**src/rtl/decoder_pkg.sv**
```systemverilog
// -----------------------------------------------------------------------------
// decoder_pkg
// Shared definitions for the sequenced binary-to-2^N decoder: mode encodings
// and FSM state encodings.
// -----------------------------------------------------------------------------
package decoder_pkg;

  // Transaction modes offered on the mode input
  localparam logic [1:0] MODE_ONEHOT = 2'b00;
  localparam logic [1:0] MODE_THERM  = 2'b01;
  localparam logic [1:0] MODE_SCAN   = 2'b10;
  localparam logic [1:0] MODE_RSVD   = 2'b11;

  // Sequencer states
  typedef enum logic [1:0] {
    ST_IDLE  = 2'b00,
    ST_DRIVE = 2'b01,
    ST_SCAN  = 2'b10
  } state_e;

endpackage : decoder_pkg

```
**src/rtl/decoder_pattern.sv**
```systemverilog
// -----------------------------------------------------------------------------
// decoder_pattern
// Combinational index-to-pattern decoder.
//   i_index      : IN_W   binary index
//   i_therm_sel  : 1      1 = thermometer (bits [index:0] set), 0 = one-hot
//   o_pattern_c  : 2**IN_W decoded pattern (combinational)
// -----------------------------------------------------------------------------
module decoder_pattern #(
  parameter int unsigned IN_W = 3
) (
  input  logic [IN_W-1:0]      i_index,
  input  logic                 i_therm_sel,
  output logic [2**IN_W-1:0]   o_pattern_c
);

  localparam int unsigned OUT_W = 2**IN_W;

  // Per-bit compare avoids the shift overflow a (1<<(idx+1))-1 form has at OUT_W-1
  always_comb begin
    o_pattern_c = '0;
    for (int unsigned i = 0; i < OUT_W; i++) begin
      if (i_therm_sel) o_pattern_c[i] = (i <= 32'(i_index));
      else             o_pattern_c[i] = (i == 32'(i_index));
    end
  end

endmodule : decoder_pattern

```
**src/rtl/decoder_nto2n_seq.sv**
```systemverilog
// -----------------------------------------------------------------------------
// decoder_nto2n_seq
// Registered binary-to-2^N decoder fed over a valid/ready handshake. Each
// accepted code is driven for HOLD_CYCLES cycles (ONEHOT/THERM) or walked as a
// one-hot sweep from index 0 up to the code (SCAN), HOLD_CYCLES per step.
//   clk, rst   : clock, synchronous active-high reset
//   en         : global enable; low blanks out and freezes the sequencer
//   in_valid   : code/mode offered
//   in_ready   : combinational accept qualifier (IDLE & en & ~rst)
//   in, mode   : binary code and mode (00 onehot, 01 therm, 10 scan, 11 rsvd)
//   out        : registered decoded pattern
//   idx        : index currently driven
//   busy       : transaction in progress
//   done       : pulse on the final active cycle
//   err        : pulse with the first output of a reserved-mode transaction
// -----------------------------------------------------------------------------
module decoder_nto2n_seq
  import decoder_pkg::*;
#(
  parameter int unsigned IN_W        = 3,
  parameter int          HOLD_CYCLES = 1
) (
  input  logic                 clk,
  input  logic                 rst,
  input  logic                 en,
  input  logic                 in_valid,
  output logic                 in_ready,
  input  logic [IN_W-1:0]      in,
  input  logic [1:0]           mode,
  output logic [2**IN_W-1:0]   out,
  output logic [IN_W-1:0]      idx,
  output logic                 busy,
  output logic                 done,
  output logic                 err
);

  localparam int unsigned OUT_W = 2**IN_W;
  localparam int unsigned CNT_W = $clog2(HOLD_CYCLES + 1);

  if (HOLD_CYCLES < 1) begin : g_hold_chk
    $error("decoder_nto2n_seq: HOLD_CYCLES must be >= 1");
  end

  state_e             r_state;
  logic [IN_W-1:0]    r_code;
  logic [1:0]         r_mode;
  logic [CNT_W-1:0]   r_cnt;
  logic [IN_W-1:0]    r_idx;
  logic [OUT_W-1:0]   r_out;
  logic               r_busy;
  logic               r_done;
  logic               r_err;
  logic               r_frozen;

  logic               w_accept;
  logic               w_last_step;
  logic               w_step;
  logic [IN_W-1:0]    w_idx_inc;
  logic [IN_W-1:0]    w_pat_idx;
  logic               w_pat_therm;
  logic [OUT_W-1:0]   w_pat;

  assign in_ready = (r_state == ST_IDLE) & en & ~rst;
  assign w_accept = in_valid & in_ready;

  // Current step is the last one of the transaction (DRIVE has a single step)
  assign w_last_step = (r_state == ST_DRIVE) || (r_idx == r_code);
  assign w_idx_inc   = IN_W'(r_idx + 1'b1);

  // SCAN advances to the next index when the current step's hold expires
  assign w_step = (r_state == ST_SCAN) && en && !r_frozen &&
                  (r_cnt == '0) && (r_idx != r_code);

  // Pattern source: incoming code on accept, next sweep index, else current idx
  always_comb begin
    w_pat_idx   = r_idx;
    w_pat_therm = (r_mode == MODE_THERM);
    if (w_accept) begin
      w_pat_idx   = (mode == MODE_SCAN) ? '0 : in;
      w_pat_therm = (mode == MODE_THERM);
    end else if (w_step) begin
      w_pat_idx   = w_idx_inc;
    end
  end

  decoder_pattern #(
    .IN_W (IN_W)
  ) u_pattern (
    .i_index     (w_pat_idx),
    .i_therm_sel (w_pat_therm),
    .o_pattern_c (w_pat)
  );

  // Sequencer: handshake, hold counter, sweep index and registered outputs
  always_ff @(posedge clk) begin
    if (rst) begin
      r_state  <= ST_IDLE;
      r_code   <= '0;
      r_mode   <= MODE_ONEHOT;
      r_cnt    <= '0;
      r_idx    <= '0;
      r_out    <= '0;
      r_busy   <= 1'b0;
      r_done   <= 1'b0;
      r_err    <= 1'b0;
      r_frozen <= 1'b0;
    end else begin
      r_err <= 1'b0;
      case (r_state)
        ST_IDLE: begin
          r_done <= 1'b0;
          if (w_accept) begin
            r_state  <= (mode == MODE_SCAN) ? ST_SCAN : ST_DRIVE;
            r_code   <= in;
            r_mode   <= mode;
            r_idx    <= w_pat_idx;
            r_cnt    <= CNT_W'(HOLD_CYCLES - 1);
            r_out    <= w_pat;
            r_busy   <= 1'b1;
            r_frozen <= 1'b0;
            r_err    <= (mode == MODE_RSVD);
            r_done   <= (HOLD_CYCLES == 1) && ((mode != MODE_SCAN) || (in == '0));
          end
        end

        ST_DRIVE, ST_SCAN: begin
          if (!en) begin
            // Blank and freeze; the blanked cycle does not consume hold count
            r_out    <= '0;
            r_done   <= 1'b0;
            r_frozen <= 1'b1;
          end else if (r_frozen) begin
            // Restore the pattern; this cycle is the one lost to the freeze
            r_out    <= w_pat;
            r_frozen <= 1'b0;
            r_done   <= w_last_step && (r_cnt == '0);
          end else if (r_cnt != '0) begin
            r_cnt  <= r_cnt - 1'b1;
            r_done <= w_last_step && (r_cnt == CNT_W'(1));
          end else if (w_step) begin
            r_idx  <= w_idx_inc;
            r_cnt  <= CNT_W'(HOLD_CYCLES - 1);
            r_out  <= w_pat;
            r_done <= (HOLD_CYCLES == 1) && (w_idx_inc == r_code);
          end else begin
            r_state <= ST_IDLE;
            r_out   <= '0;
            r_idx   <= '0;
            r_busy  <= 1'b0;
            r_done  <= 1'b0;
          end
        end

        default: begin
          r_state <= ST_IDLE;
          r_out   <= '0;
          r_busy  <= 1'b0;
          r_done  <= 1'b0;
        end
      endcase
    end
  end

  assign out  = r_out;
  assign idx  = r_idx;
  assign busy = r_busy;
  assign done = r_done;
  assign err  = r_err;

endmodule : decoder_nto2n_seq

```
**config.mk**
```make
export PLATFORM = sky130hd
export DESIGN_NAME = decoder_nto2n_seq
export DESIGN_NICKNAME = d
export VERILOG_FILES = /design/src/rtl/decoder_pkg.sv /design/src/rtl/decoder_pattern.sv /design/src/rtl/decoder_nto2n_seq.sv
export SDC_FILE = /design/constraint.sdc
export NUM_CORES = 1
export LEC_CHECK = 0
export ABC_AREA = 1
export ABC_CLOCK_PERIOD_IN_PS = 2620
export BUFFER_PORTS_ARGS = -buffer_cell sky130_fd_sc_hd__buf_2
export CORE_ASPECT_RATIO = 0.75
export CORE_MARGIN = 2
export CORE_UTILIZATION = 55
export CTS_CLUSTER_DIAMETER = 30
export DETAILED_ROUTE_END_ITERATION = 6
export PLACE_DENSITY = 0.79
export SETUP_SLACK_MARGIN = 0.1
export SYNTH_ARGS = -nofsm -noshare
export SYNTH_HDL_FRONTEND = slang
export SYNTH_HIERARCHICAL = 1
export SYNTH_SLANG_ARGS = --single-unit
```
**constraint.sdc**
```tcl
create_clock -name clk -period 2.62 [get_ports clk]
set_input_delay 0.131 -clock clk [delete_from_list [all_inputs] [get_ports clk]]
set_output_delay 0.131 -clock clk [all_outputs]
set_load 0.1 [all_outputs]
```
==> results.py <==
metrics = {
    "outcome": {
        "status": "completed",
    },
    "finish": {
        "multiInputGateArea_um2": 827.0,
        "drive_gt1_share_pct": 25.83,
        "layout_commonest_cell": "nand2_1",
        "stdcell_area_um2": 1603,
        "seq_area_um2": 446.7,
        "area_growth_pct": 13.16,
        "final_cell_mix": "nand2_1 (64), inv_1 (33), buf_2 (23)",
        "nFillCells": 234,
        "antenna_cells": 0,
        "fin_nets": 257,
    },
    "die": {
        "die-area_um2": 3001,
        "initial_utilization_pct": 59.89,
        "row_count": 15,
        "ios": 24,
        "placeableCoreArea_um2": 2365,
        "dieHeight_um": 47.95,
        "die_x_um": 62.60,
    },
    "global_routing": {
        "grt_use_total_pct": 22.84,
        "grt_pass1_wl_um": 5181,
        "grt_pass1_vias": 1142,
        "grt_overflow": 0,
        "grt_max_degree": 19,
        "antenna_found_initial": 0,
    },
    "critical_path": {
        "critPathKind": "flip-flop to flip-flop",
        "crit_family": "simple AND/OR/NAND/NOR gates",
        "cp_cell_sequence": "inv_2 -> ha_1 -> nand2_1 -> nor2_1 -> nand2_1 -> inv_1 -> ha_1 -> o21ai_0 -> buf_4 -> nand2_1 -> nand2_1 -> nand2_1 -> inv_1 -> inv_1 -> nor2_2 -> nand2_1 -> a21oi_2",
        "path_buf_inv": 5,
        "worstPathArrival_ps": 2510,
        "cp_data_required_time_ps": 2870,
        "cp-end-kind": "flip-flop",
        "critPathMaxStageDelay_ps": 360,
        "crit_path_start_kind": "flip-flop",
        "cp_max_fo": 6,
        "worst_path_max_delay_cell": "dfxtp_2",
        "path_common_cell": "nand2_1",
        "ff2ff_setup_slack_ps": 370,
    },
    "cts": {
        "clkSlewWorstSetupHoldPaths_ps": 120,
        "post_cts_buffers": 0,
        "cts_resized": 0,
        "cts_buffers": 3,
        "clk_latency_ps": 310,
        "cts_max_path_buffers": 2,
        "hold_buffers": 0,
        "cts_tree": "built",
        "htreeDepth": 1,
        "clockRootBuffer": "clkbuf_4",
        "clkSinkCount": 22,
    },
    "routing": {
        "wl_per_cell_um": 11.67,
        "viasPerCell": 4.971,
        "detail-route-antenna-nets": 0,
        "drt-total-wl_um": 3197,
        "drtIter0Drc": 89,
        "vias": 1362,
        "drc": 0,
        "firstDrtPassIters": 4,
    },
    "placed_design": {
        "gp_congestion": 0.8931,
        "placedInstanceArea_um2": 1580,
        "portBuffers": 23,
        "post-place-ws_ps": 426.1,
        "hpwl_um": 2437,
    },
    "synthesis": {
        "synth_warnings": 6,
        "yosysSeqAreaShare_pct": 31.10,
        "syn_area_per_cell_um2": 6.527,
        "synth.cell_area_um2": 1416,
        "synth_seq_cells": 22,
        "synth_nets": 232,
        "syn_inst": 217,
        "ys_types": 22,
    },
    "sta": {
        "whs_ps": 75.95,
        "clock.fmax_mhz": 443.9,
        "tightest_slew_ps": 502.4,
        "slew_headroom_pct": 66.74,
        "worst_slack_ps": 367.5,
        "rsz0062_at_grt": "false",
        "setup_viol": 0,
        "fin_crit_ps": 2253,
        "clock_skew_ps": 7.648,
        "fin_crit_sh_pct": 85.97,
        "hold_violations": 0,
        "slew_viol_final": 0,
        "tns_ps": 0,
    },
    "power": {
        "fin_total_pwr_w": 0.001568,
        "p_leak_nw": 0.7529,
        "p_per_area_nw_per_um2": 978.3,
        "vdd_drop_max_v": 0.0006669,
    },
    "min_path": {
        "hp-class": "input port to flip-flop",
    },
    "job": {
        "cap_violations": 0,
    },
}
==> through the flow <==
stage | util [%] | cells
after floorplan | - | 217
after global placement | 66.83 | 271
after detailed placement | 66.83 | 271
after CTS | 67.78 | 274
after global routing | 67.78 | 274
final | 67.78 | 274
==> path summary, 6_finish.rpt <==
path | start | depth (start not counted) | to
min | in[2] | 3 | r_code[2]
min reg2reg | busy | 2 | busy
max | r_state[0] | 17 | out[3]
max reg2reg | r_state[0] | 17 | out[3]
==> tightest hold or removal path, cell delays in order <==
cell and delay, ps:
buf_2 110, nand2_1 60, a21oi_1 50
==> logic make-up (layout without fill, tap and decap cells) <==
| group | count (synthesis) | in the layout | synth area share, % |
|---|---|---|---|
| adder cells (fa/ha/maj) | 6 | 6 | 5.300 |
| flip-flops | 22 | 22 | 31.10 |
| AO/OA/AOI/OAI | 34 | 34 | 14.22 |
| buffers and inverters | 41 | 64 | 12.01 |
| XOR/XNOR | 3 | 3 | 1.855 |
| AND/OR/NAND/NOR | 111 | 111 | 35.51 |
==> synthesized netlist by cell type <==
| library cell | instances | share of area [%] |
|---|---|---|
| nor3_1 | 1 | 0.35 |
| nor3_4 | 1 | 1.1 |
| a21oi_2 | 8 | 4.9 |
| dfxtp_1 | 22 | 31 |
| nor2_2 | 9 | 4.0 |
| o21ai_0 | 12 | 4.2 |
| nand2_4 | 3 | 2.4 |
| buf_6 | 2 | 1.6 |
| clkbuf_2 | 1 | 0.35 |
| a21oi_1 | 13 | 4.6 |
| xor2_1 | 2 | 1.2 |
| buf_1 | 1 | 0.26 |
| inv_2 | 2 | 0.53 |
| a31oi_1 | 1 | 0.44 |
| ha_1 | 6 | 5.3 |
| nor2_4 | 1 | 0.79 |
| nand4_1 | 3 | 1.3 |
| nand2_1 | 66 | 17 |
| nand3_1 | 10 | 3.5 |
| inv_1 | 35 | 9.3 |
| xnor2_1 | 1 | 0.62 |
| nor2_1 | 17 | 4.5 |
==> area by class of cell <==
cell class              count  area share, %
inverters                  37          8.821
clock buffers               3          1.405
repair buffers             24          7.650
well taps                  34          2.654
multi-input cells         154          51.60
flip-flops and latches     22          27.87
==> metal layers <==
layer | track usage (%) | vias up | routed length [µm]
li1 | - | 722 | -
met1 | 31.11 | 581 | 1644
met2 | 36.77 | 55 | 1306
met3 | 6.588 | 4 | 225
met4 | 5.333 | 0 | 20
met5 | 0 | - | 0
==> flip-flops by register name, indices dropped and copies added, names as in the netlist <==
signal and cells:
busy 1, r_state 2, err 1, r_frozen 1, done 1, r_code 3
idx 3, r_mode 2, out 8
==> where the power goes <==
part | total [W] | switching [W] | internal [W]
combinational | 0.000968 | 0.000729 | 0.000239
sequential | 0.000444 | 0.0000482 | 0.000396
clock | 0.000156 | 0.000102 | 0.0000538
total | 0.00157 | 0.000879 | 0.000689
Note: power is estimated with default switching activity, not from simulation.
